===== src/rtl/cdb_arbiter.sv =====
// Result broadcast arbiter: one holding slot per functional unit, round-robin
// selection onto a registered common data bus, with synchronous flush.
module cdb_arbiter #(
    parameter int N_REQ  = 4,
    parameter int DST_W  = 5,
    parameter int TAG_W  = 5,
    parameter int DATA_W = 32
) (
    input  logic                     clk,
    input  logic                     rst,
    input  logic                     flush,
    input  logic [N_REQ-1:0]         fu_valid,
    output logic [N_REQ-1:0]         fu_ready,
    input  logic [N_REQ-1:0]         fu_we,
    input  logic [N_REQ*DST_W-1:0]   fu_dst,
    input  logic [N_REQ*TAG_W-1:0]   fu_tag,
    input  logic [N_REQ*DATA_W-1:0]  fu_data,
    output logic                     cdb_valid,
    output logic                     cdb_we,
    output logic [DST_W-1:0]         cdb_dst,
    output logic [TAG_W-1:0]         cdb_tag,
    output logic [DATA_W-1:0]        cdb_data,
    output logic [$clog2(N_REQ)-1:0] cdb_src
);
    localparam int SRC_W = $clog2(N_REQ);

    function automatic logic [SRC_W-1:0] wrap_inc(input logic [SRC_W-1:0] p);
        return (p == SRC_W'(N_REQ - 1)) ? '0 : p + 1'b1;
    endfunction

    logic [N_REQ-1:0]  full_q, full_d;
    logic [SRC_W-1:0]  ptr_q, ptr_d;
    logic [N_REQ-1:0]  we_q;
    logic [DST_W-1:0]  dst_q  [N_REQ];
    logic [TAG_W-1:0]  tag_q  [N_REQ];
    logic [DATA_W-1:0] data_q [N_REQ];

    logic              cdb_valid_q, cdb_we_q;
    logic [DST_W-1:0]  cdb_dst_q;
    logic [TAG_W-1:0]  cdb_tag_q;
    logic [DATA_W-1:0] cdb_data_q;
    logic [SRC_W-1:0]  cdb_src_q;

    logic              blocked;
    logic              grant_vld;
    logic [SRC_W-1:0]  winner, cand;
    logic [N_REQ-1:0]  grant, accept;

    assign blocked = rst | flush;

    // Winner is the first full slot at or after ptr; independent of fu_valid.
    always_comb begin
        grant_vld = 1'b0;
        winner    = ptr_q;
        cand      = ptr_q;
        for (int k = 0; k < N_REQ; k++) begin
            if (!grant_vld && full_q[cand]) begin
                grant_vld = 1'b1;
                winner    = cand;
            end
            cand = wrap_inc(cand);
        end
        if (blocked) begin
            grant_vld = 1'b0;
        end
    end

    assign grant    = grant_vld ? ({{(N_REQ-1){1'b0}}, 1'b1} << winner) : '0;
    assign fu_ready = {N_REQ{~blocked}} & (~full_q | grant);
    assign accept   = fu_valid & fu_ready;
    assign full_d   = (full_q & ~grant) | accept;
    assign ptr_d    = grant_vld ? wrap_inc(winner) : ptr_q;

    always_ff @(posedge clk) begin
        if (rst) begin
            full_q      <= '0;
            ptr_q       <= '0;
            cdb_valid_q <= 1'b0;
            cdb_we_q    <= 1'b0;
            cdb_dst_q   <= '0;
            cdb_tag_q   <= '0;
            cdb_data_q  <= '0;
            cdb_src_q   <= '0;
        end else if (flush) begin
            full_q      <= '0;
            ptr_q       <= '0;
            cdb_valid_q <= 1'b0;
            cdb_we_q    <= 1'b0;
        end else begin
            full_q      <= full_d;
            ptr_q       <= ptr_d;
            cdb_valid_q <= grant_vld;
            cdb_we_q    <= grant_vld & we_q[winner];
            if (grant_vld) begin
                cdb_dst_q  <= dst_q[winner];
                cdb_tag_q  <= tag_q[winner];
                cdb_data_q <= data_q[winner];
                cdb_src_q  <= winner;
            end
        end
    end

    // Slot payload is only meaningful while its full bit is set.
    always_ff @(posedge clk) begin
        for (int i = 0; i < N_REQ; i++) begin
            if (accept[i]) begin
                we_q[i]   <= fu_we[i];
                dst_q[i]  <= fu_dst[i*DST_W +: DST_W];
                tag_q[i]  <= fu_tag[i*TAG_W +: TAG_W];
                data_q[i] <= fu_data[i*DATA_W +: DATA_W];
            end
        end
    end

    assign cdb_valid = cdb_valid_q;
    assign cdb_we    = cdb_we_q;
    assign cdb_dst   = cdb_dst_q;
    assign cdb_tag   = cdb_tag_q;
    assign cdb_data  = cdb_data_q;
    assign cdb_src   = cdb_src_q;

endmodule


===== config.mk =====
export PLATFORM = sky130hd
export DESIGN_NAME = cdb_arbiter
export DESIGN_NICKNAME = d
export VERILOG_FILES = /design/src/rtl/cdb_arbiter.sv
export SDC_FILE = /design/constraint.sdc
export NUM_CORES = 1
export LEC_CHECK = 0
export ABC_AREA = 1
export CORE_ASPECT_RATIO = 0.7
export CORE_MARGIN = 2
export CORE_UTILIZATION = 30
export DETAILED_ROUTE_END_ITERATION = 10
export GPL_TIMING_DRIVEN = 0
export PLACE_DENSITY = 0.55
export SYNTH_ARGS = -nofsm -noshare
export SYNTH_HDL_FRONTEND = slang
export SYNTH_SLANG_ARGS = --single-unit

===== constraint.sdc =====
create_clock -name clk -period 5.35 [get_ports clk]
set_input_delay 1.3375 -clock clk [delete_from_list [all_inputs] [get_ports clk]]
set_output_delay 1.3375 -clock clk [all_outputs]
set_load 0.01 [all_outputs]

==> qor.txt <==
Vias per Instance: 4.55
Final Hold Viols: 0
input/output buffers: 228
die area: 31500 um^2
Post-Syn Instances: 855
Starting Density: 0.303
Clk pin slew, worst setup/hold paths: 0.07 ns
logic gate share of total power: 0.369
crit-path cells: ha_2 -> inv_1 -> nand2_1 -> nand2_1 -> nand2_1 -> nand2_2 -> nand2_1 -> nand2_1 -> nand3_1 -> nand2_4 -> buf_4 -> ha_1 -> inv_1 -> o21ai_1 -> inv_1 -> nor2_1 -> clkdlybuf4s50_1
Placed Area: 11900 um^2
skew final: 0.0138 ns
crit path DAT: 3.76 ns
chip width: 211 um
clock net sink count: 224
final setup fails: 0
Fin Hold WS: 0.468 ns
Pleak: 5.07 nW
Post-DP HPWL: 20100 um
Critical Path End Type: output pin
IO Count: 229
largest net degree at the start of global routing: 27
post-CTS setup buffers: 0
initial antenna violation count: 1
GRT met1 Usage: 0.253
DRT Wirelength: 27900 um
power share of the clock group: 0.279
total CTS buffers: 24
Slew Limit Fails: 0
Post-Place Setup Slack: 0.175 ns
Primary FF master, synth: edfxtp_1
HP Class: reg2reg
grt met2 use: 0.259
warnings from Yosys: 0
Yosys reg bits: 224
switch share: 0.358
Synth Cell Area: 9010 um^2
Seq/Total Area, Yosys: 0.689
Finished Cell Area: 12700 um^2
DR pass1 iterations: 5
crit path kind: reg2out
Req. time, crit path: 4.01 ns
nets: 1294
CTS H-tree lvls: 1
Clock Latency Late Sink: 0.54 ns
core region area: 29800 um^2
fraction of registers with async set/reset: 0
Final Wtd Congestion: 0.876
Reg area: 6210 um^2
wire per inst: 18.4 um
fmax: 0.196 GHz
share of layout cells above drive strength 1: 0.0903
Final Cycle Share: 0.953
post-synth net total: 1036
gr ovfl total: 0
Max Cap Viol: 0
CTS tree: built
Post-synth EDFFs: 172
CP Buf/Inv Count: 5
Largest stage delay, worst path: 0.57 ns
Psw: 0.00222 W
global route hottest layer: met2
Startpoint Class: flop
GRT Overall Usage: 0.175
critical-path maximum fanout: 10
first-pass GRT wire length: 40700 um
RSZ-0062 raised after global routing: no
status: finished, final reports clean
syn_area_per_cell: 10.5 um^2
minimum clock period: 5.10 ns
met3 usage: 0.0543
Synth-to-Final Area Change: 41.3%
final setup margin: 0.251 ns
residual DRC count: 0
PD cells: 486 nW/um^2
die height: 149 um
P_int: 0.00398 W
deepest clock path buffer count: 3
Yosys cell types: 26
Critical Path Slowest Stage Cell: clkdlybuf4s50_1
filler cell count in the final layout: 2795
initial DRC count: 458
Relative slew margins: 0.446
worst slew pin tran: 0.829 ns
CTS root buf: clkbuf_16
multi-input logic area: 2350 um^2
vias: 6900
family with the most delay on the worst path: buffers and inverters
number of routed nets with antenna violations: 0
worst vdd ir: 0.197 mV
sequential fraction of design power: 0.353
most used cell, CP: nand2_1
number of core rows: 53
Power Total: 0.00619 W
vias in the first global route: 6701
==> synthesized netlist by cell type (5+ instances only) <==
library cell / instances / area, um^2
clkbuf_1: 6 / 22.5
o21ai_0: 5 / 25.0
inv_1: 64 / 240
nor2_1: 55 / 206
nand3_1: 186 / 931
buf_2: 23 / 115
buf_4: 8 / 60.1
buf_6: 5 / 56.3
a21oi_1: 7 / 35.0
edfxtp_1: 172 / 5160
nand2_1: 243 / 912
dfxtp_1: 52 / 1040
nand2_2: 11 / 68.8
==> final cells by class <==
class / instances / area share
Clock buffer: 29 / 0.0502
Antenna cell: 2 / 0.000393
Clock inverter: 14 / 0.0132
Sequential cell: 224 / 0.488
Multi-Input combinational cell: 521 / 0.184
Buffer: 41 / 0.0198
Timing Repair Buffer: 233 / 0.186
Tap cell: 385 / 0.0378
Inverter: 68 / 0.0202
==> final timing paths <==
path | start | slack [ns] | cells past startpoint | to
min | cdb_data[10] | 0.47 | 2 | cdb_data[10]
max | ptr_q[1] | 0.25 | 17 | fu_ready[2]
max reg2reg | ptr_q[1] | 1.57 | 17 | data_q[2][3]
min reg2reg | cdb_data[10] | 0.47 | 2 | cdb_data[10]
==> per-stage QoR <==
stage	TNS, ns	std cells	utilization
2_1_floorplan	0	855	-
3_3_place_gp	-276.49	1468	0.396
3_5_place_dp	0	1473	0.400
4_1_cts	0	1515	0.427
5_1_grt	0	1516	0.427
6_report	0	1517	0.428
==> what timing repair did <==
action,CTS,global route
setup endpoints to repair,1,1
cloned,0,0
resized for setup,2,4
hold buffers,0,0
==> power by group through the flow <==
| stage | logic [W] | registers, W | clock network (W) |
|---|---|---|---|
| finish | 0.00228 | 0.00218 | 0.00173 |
| global route | 0.00254 | 0.00221 | 0.00184 |
| CTS | 0.00231 | 0.00219 | 0.00177 |
| detailed placement | 0.00229 | 0.00222 | 0 |
| global placement | 0.00226 | 0.00222 | 0 |
| floorplan | 0.00119 | 0.00228 | 0 |
==> registers in the layout, summed over array words and instances, names as in the netlist <==
register,flops
data_q,128
cdb_data,32
dst_q,20
tag_q,20
cdb_dst,5
cdb_tag,5
full_q,4
we_q,4
cdb_src,2
ptr_q,2
cdb_valid,1
cdb_we,1
==> cell usage in the layout, fill, tap and decap left out, types with 2 or more instances in the layout <==
cell	n
nand3_1	186
buf_4	9
o21ai_0	4
clkbuf_1	9
buf_2	21
clkinv_2	3
a21oi_1	7
nand2_1	243
nand2_4	2
bufinv_16	3
buf_8	2
nand2_2	9
edfxtp_1	172
dfxtp_1	52
clkdlybuf4s50_1	228
o21ai_1	3
inv_1	64
nor2_4	5
inv_2	2
or2_0	2
nor2_1	52
buf_6	5
buf_12	3
clkinv_1	4
clkinvlp_4	2
clkbuf_16	24
diode_2	2
clkbuf_8	2
==> tightest hold or removal path, stage by stage (launching register included) <==
cell and delay (ns):
dfxtp_1 0.31, nand3_1 0.07, nand2_1 0.05
==> per-layer routing <==
metal | vias to the layer above | share of wire | routed length, um
li1 | 3390 | - | -
met4 | 0 | 0.021 | 598
met3 | 40 | 0.077 | 2140
met1 | 3235 | 0.48 | 13400
met2 | 235 | 0.42 | 11700
met5 | - | 0 | 0
==> cell families after synthesis <==
logic type                 after synthesis  synth area share
AOI/OAI and AO/OA                       14           0.00777
adders and majority gates                2           0.00278
and+or+nand+nor                        505             0.244
DFF                                    224             0.689
buffers and inverters                  110            0.0568
(Power assumes the default switching activity.)
